==> config.mk <==
export PLATFORM = sky130hd
export DESIGN_NAME = hub75_scan
export DESIGN_NICKNAME = d
export VERILOG_FILES = /design/src/rtl/hub75_scan.sv
export SDC_FILE = /design/constraint.sdc
export NUM_CORES = 1
export LEC_CHECK = 0
export ABC_AREA = 1
export ABC_CLOCK_PERIOD_IN_PS = 2770
export CAP_MARGIN = 20
export CORE_ASPECT_RATIO = 0.8
export CORE_UTILIZATION = 48
export CTS_BUF_LIST = sky130_fd_sc_hd__clkbuf_8
export DETAILED_ROUTE_END_ITERATION = 6
export PLACE_DENSITY = 0.87
export SLEW_MARGIN = 25
export SYNTH_ARGS = -nofsm -noshare
export SYNTH_HDL_FRONTEND = slang
export SYNTH_SLANG_ARGS = --single-unit
==> constraint.sdc <==
create_clock -name clk -period 2.77 [get_ports clk]
set_input_delay 0.277 -clock clk [delete_from_list [all_inputs] [get_ports clk]]
set_output_delay 0.277 -clock clk [all_outputs]
set_load 0.01 [all_outputs]
==> src/rtl/hub75_scan.sv <==
// HUB75 64x32 scan-out engine: fetches row-pair pixels from the frame RAM, shifts one
// bitplane at a time onto the panel, latches it and shows it for a binary-weighted time.
module hub75_scan #(
    parameter int unsigned BITS_PER_PIXEL = 32,
    parameter int unsigned BASE_TICKS     = 4
) (
    input  logic                      clk,
    input  logic                      reset,
    output logic [9:0]                read_addr,
    output logic                      read_en,
    input  logic [BITS_PER_PIXEL-1:0] read_data_top,
    input  logic [BITS_PER_PIXEL-1:0] read_data_bottom,
    output logic                      frame_done,
    output logic                      hub75_clk,
    output logic                      hub75_lat,
    output logic                      hub75_oe,
    output logic [3:0]                hub75_row,
    output logic [2:0]                hub75_rgb_top,
    output logic [2:0]                hub75_rgb_bottom
);

    typedef enum logic [1:0] {StShift, StLatch, StDisplay} state_e;

    state_e     state_q, state_d;
    logic [7:0] cnt_q, cnt_d;
    logic [9:0] tick_q, tick_d;
    logic [3:0] row_q, row_d;
    logic [2:0] plane_q, plane_d;

    logic [9:0] addr_q, addr_d;
    logic       ren_q, ren_d;
    logic       fd_q, fd_d;
    logic       hclk_q, hclk_d;
    logic       lat_q, lat_d;
    logic       oe_q, oe_d;
    logic [3:0] hrow_q, hrow_d;
    logic [2:0] rgb_top_q, rgb_top_d;
    logic [2:0] rgb_bot_q, rgb_bot_d;

    logic [9:0] disp_len;
    logic       unused_alpha;

    assign disp_len     = 10'(BASE_TICKS) << plane_q;
    assign unused_alpha = ^{read_data_top[BITS_PER_PIXEL-1:24],
                            read_data_bottom[BITS_PER_PIXEL-1:24]};

    function automatic logic [2:0] plane_bits(input logic [23:0] px, input logic [2:0] p);
        logic [7:0] r, g, b;
        r = px[23:16];
        g = px[15:8];
        b = px[7:0];
        return {r[p], g[p], b[p]};
    endfunction

    // The output registers run one cycle behind the state: cnt_q == k computes what the
    // panel sees in SHIFT cycle k, so the cycle right after reset still shows reset values.
    always_comb begin
        state_d   = state_q;
        cnt_d     = cnt_q;
        tick_d    = tick_q;
        row_d     = row_q;
        plane_d   = plane_q;
        addr_d    = addr_q;
        ren_d     = 1'b0;
        fd_d      = 1'b0;
        hclk_d    = 1'b0;
        lat_d     = 1'b0;
        oe_d      = 1'b1;
        hrow_d    = hrow_q;
        rgb_top_d = rgb_top_q;
        rgb_bot_d = rgb_bot_q;

        unique case (state_q)
            StShift: begin
                cnt_d = cnt_q + 8'd1;
                if (!cnt_q[0] && cnt_q <= 8'd126) begin
                    ren_d  = 1'b1;
                    addr_d = {row_q, cnt_q[6:1]};
                end
                // Data for the fetch two cycles back is on the RAM outputs now.
                if (!cnt_q[0] && cnt_q >= 8'd2) begin
                    rgb_top_d = plane_bits(read_data_top[23:0], plane_q);
                    rgb_bot_d = plane_bits(read_data_bottom[23:0], plane_q);
                end
                if (cnt_q[0] && cnt_q >= 8'd3) begin
                    hclk_d = 1'b1;
                end
                if (cnt_q == 8'd129) begin
                    cnt_d   = 8'd0;
                    state_d = StLatch;
                end
            end
            StLatch: begin
                lat_d   = 1'b1;
                hrow_d  = row_q;
                tick_d  = 10'd0;
                state_d = StDisplay;
            end
            StDisplay: begin
                oe_d   = 1'b0;
                tick_d = tick_q + 10'd1;
                if (tick_q == disp_len - 10'd1) begin
                    tick_d  = 10'd0;
                    state_d = StShift;
                    fd_d    = (row_q == 4'd15) && (plane_q == 3'd7);
                    plane_d = plane_q + 3'd1;
                    if (plane_q == 3'd7) begin
                        row_d = row_q + 4'd1;
                    end
                end
            end
            default: state_d = StShift;
        endcase
    end

    always_ff @(posedge clk) begin
        if (reset) begin
            state_q   <= StShift;
            cnt_q     <= 8'd0;
            tick_q    <= 10'd0;
            row_q     <= 4'd0;
            plane_q   <= 3'd0;
            addr_q    <= 10'd0;
            ren_q     <= 1'b0;
            fd_q      <= 1'b0;
            hclk_q    <= 1'b0;
            lat_q     <= 1'b0;
            oe_q      <= 1'b1;
            hrow_q    <= 4'd0;
            rgb_top_q <= 3'd0;
            rgb_bot_q <= 3'd0;
        end else begin
            state_q   <= state_d;
            cnt_q     <= cnt_d;
            tick_q    <= tick_d;
            row_q     <= row_d;
            plane_q   <= plane_d;
            addr_q    <= addr_d;
            ren_q     <= ren_d;
            fd_q      <= fd_d;
            hclk_q    <= hclk_d;
            lat_q     <= lat_d;
            oe_q      <= oe_d;
            hrow_q    <= hrow_d;
            rgb_top_q <= rgb_top_d;
            rgb_bot_q <= rgb_bot_d;
        end
    end

    assign read_addr        = addr_q;
    assign read_en          = ren_q;
    assign frame_done       = fd_q;
    assign hub75_clk        = hclk_q;
    assign hub75_lat        = lat_q;
    assign hub75_oe         = oe_q;
    assign hub75_row        = hrow_q;
    assign hub75_rgb_top    = rgb_top_q;
    assign hub75_rgb_bottom = rgb_bot_q;

endmodule

==> impl_metrics.sql <==
INSERT INTO impl_metrics (metric_group, metric, value, unit) VALUES
('layout', 'area_delta_synth_final', '31.82', '%'),
('routing', 'postRouteWirelength', '7878', 'um'),
('placement', 'hpwlAfterDp', '5761', 'um'),
('floorplan', 'floorplan.rows', '24', ''),
('sta', 'finClkSkew', '0.005562', 'ns'),
('pwr', 'power', '2.133', 'mW'),
('floorplan', 'top_level_ports', '91', ''),
('clock_tree', 'cts_htree_levels', '2', ''),
('synthesis', 'yosysTopAreaCellShare', '0.3597', ''),
('synthesis', 'syn_avg_cell_area', '6.746', 'um2'),
('floorplan', 'die_w', '88.82', 'um'),
('pwr', 'power-per-cell-area', '559.2', 'nW/um2'),
('sta', 'layout_worst_path_cycle_share', '0.8232', ''),
('floorplan', 'die_height', '71.45', 'um'),
('global_route', 'vias_in_the_first_global_route', '2827', ''),
('run', 'maxCapViolations', '0', ''),
('synthesis', 'post_synth_edffs', '0', ''),
('sta', 'max_freq', '438.5', 'MHz'),
('critical_path', 'crit_type', 'reg -> reg', ''),
('critical_path', 'rrSetupSlack', '0.49', 'ns'),
('hold_path', 'timing.hold.worst.class', 'reg -> reg', ''),
('clock_tree', 'tritoncts_num_sinks', '52', ''),
('placement', 'placedCellCount', '570', ''),
('synthesis', 'synth_sequential_area_ratio', '0.3597', ''),
('synthesis', 'synth-seq-cells', '52', ''),
('clock_tree', 'cts_max_path_buffers', '2', ''),
('clock_tree', 'cts.hold.buffers_added', '0', ''),
('critical_path', 'worstSetupEndpointType', 'flip-flop', ''),
('clock_tree', 'cts_tree', 'done', ''),
('clock_tree', 'clkTransAtPathRegs', '0.09', 'ns'),
('routing', 'maxUsedRoutingLayer', 'met4', ''),
('critical_path', 'critical_path.max_fanout', '8', ''),
('critical_path', 'reg2reg_depth', '12', ''),
('sta', 'finalWorstSetupSlack', '0.4897', 'ns'),
('hold_path', 'min_delay_startpoint', 'hub75_rgb_top[1]', ''),
('synthesis', 'yosys.cell_types.count', '32', ''),
('synthesis', 'yosysWarnings', '0', ''),
('clock_tree', 'clock_insertion_delay_worst_skew', '0.31', 'ns'),
('global_route', 'globalRoute.totalOverflow', '0', ''),
('pwr', 'total_leakage_power', '1.518', 'nW'),
('critical_path', 'critical_path.cell_chain', 'ha_1 > ha_1 > inv_1 > nand2_1 > nand2_1 > nand2_1 > and2_1 > nand3_1 > nor2_1 > nand2_1 > o21ai_0 > a21oi_1', ''),
('critical_path', 'critical_path.reg2reg.startpoint', 'plane_q[0]', ''),
('synthesis', 'post_syn_nets', '509', ''),
('critical_path', 'max_stage_delay', '0.42', 'ns'),
('status', 'run_status', 'completed', ''),
('layout', 'post_route_cells_drive_above_1_share', '0.04600', ''),
('global_route', 'antenna_violations_before_repair', '0', ''),
('sta', 'setup_viol', '0', ''),
('routing', 'detailroute.via_count', '3069', ''),
('routing', 'via_per_inst', '5.310', ''),
('hold_path', 'worstHoldEndpoint', 'hub75_rgb_top[1]', ''),
('clock_tree', 'numCtsBuffers', '5', ''),
('routing', 'met3RoutedLength', '692', 'um'),
('routing', 'dr.pass1.iters', '4', ''),
('placement', 'place.gp.congestion', '0.8579', ''),
('floorplan', 'initial_core_utilization', '0.5154', ''),
('hold_path', 'worst_hold_path.num_cells', '2', ''),
('sta', 'timing.slew.headroom', '0.5510', ''),
('pwr', 'irDropWorstVdd', '0.4299', 'mV'),
('placement', 'setup_slack_after_placement', '0.5355', 'ns'),
('synthesis', 'synthesis.instances', '429', ''),
('floorplan', 'dieArea', '6346', 'um2'),
('sta', 'unrepaired_setup_endpoints_after_global_routing', 'no', ''),
('placement', 'port_buffers', '74', ''),
('critical_path', 'cp.required', '2.97', 'ns'),
('critical_path', 'path_common_cell', 'nand2_1', ''),
('routing', 'met2_wirelength', '3676', 'um'),
('clock_tree', 'clockRootBuffer', 'clkbuf_8', ''),
('critical_path', 'worstReg2RegEnd', 'plane_q[0]', ''),
('synthesis', 'post_synth_instance_area', '2894', 'um2'),
('critical_path', 'worst_ep_arrival_time', '2.49', 'ns');
## cell usage in the layout (no fill, tap or decap), types with 2 or more instances in the layout
master and instances:
o22ai_1 4, inv_1 40, ha_1 14, clkinv_1 2, xor2_1 8, clkbuf_8 5
o21ai_0 48, nand4_1 8, dfxtp_1 52, nand2_1 81, o221ai_1 7, nor3_1 10
clkdlybuf4s50_1 74, buf_4 7, nor2_1 70, nand3_1 20, a21oi_1 32, nand2_2 3
## power breakdown
part	switching (mW)	internal, mW	total [mW]
clock	0.259	0.270	0.529
sequential	0.0757	0.863	0.939
combinational	0.341	0.325	0.666
total	0.676	1.46	2.13
## kinds of logic (layout without fill, tap and decap cells)
logic type / count (synthesis) / in the layout / share of synthesized area
AND/OR/NAND/NOR: 199 / 199 / 0.2905
AO/OA/AOI/OAI: 95 / 95 / 0.1794
buffers and inverters: 60 / 131 / 0.08258
flip-flops: 52 / 52 / 0.3597
adder cells (fa/ha/maj): 14 / 14 / 0.06053
XOR/XNOR: 9 / 9 / 0.02724
## per-stage QoR
stage / area (um2) / utilization
detailed placement: 3704 / 0.6595
global placement: 3704 / 0.6595
global route: 3815 / 0.6794
CTS: 3815 / 0.6794
finish: 3815 / 0.6794
floorplan: 2894 / -
## area by class of cell
cell class | count | area [um2]
repair buffers | 81 | 793.3
fillers | 467 | 1800
clock buffers | 5 | 68.82
well taps | 78 | 97.59
clock inverters | 3 | 42.54
flip-flops and latches | 52 | 1041
multi-input cells | 317 | 1614
inverters | 42 | 157.7
## how the worst max path moves through the flow
stage	slack, ns	depth (start not counted)	end
4_1_cts	0.52	12	plane_q[0]
5_1_grt	0.23	12	plane_q[0]
3_3_place_gp	0.61	5	tick_q[9]
3_5_place_dp	0.54	12	plane_q[0]
6_report	0.49	12	plane_q[0]
2_1_floorplan	0.66	13	tick_q[9]
## routing by layer
layer,vias to the layer above,global-route usage
met5,-,0
met4,0,0.07885
met3,10,0.04724
met2,116,0.4487
met1,1394,0.2962
li1,1549,-
## sequential cells by signal, indices dropped and copies added, names as in the netlist
| signal | cells |
|---|---|
| row_q | 4 |
| tick_q | 10 |
| hub75_row | 4 |
| state_q | 2 |
| hub75_clk | 1 |
| plane_q | 3 |
| read_addr | 10 |
| hub75_rgb_top | 3 |
| hub75_lat | 1 |
| hub75_rgb_bottom | 3 |
| frame_done | 1 |
| hub75_oe | 1 |
| cnt_q | 8 |
| read_en | 1 |
## worst max-delay path: cells and delay by family, from the launching register on
family                   cells  cell delay [ns]
AO/OA/AOI/OAI                2             0.25
adder cells (fa/ha/maj)      2             0.60
buffers and inverters        1             0.10
flip-flops                   1             0.42
AND/OR/NAND/NOR              7             0.81
No activity file was read; power rests on OpenSTA's default activity.
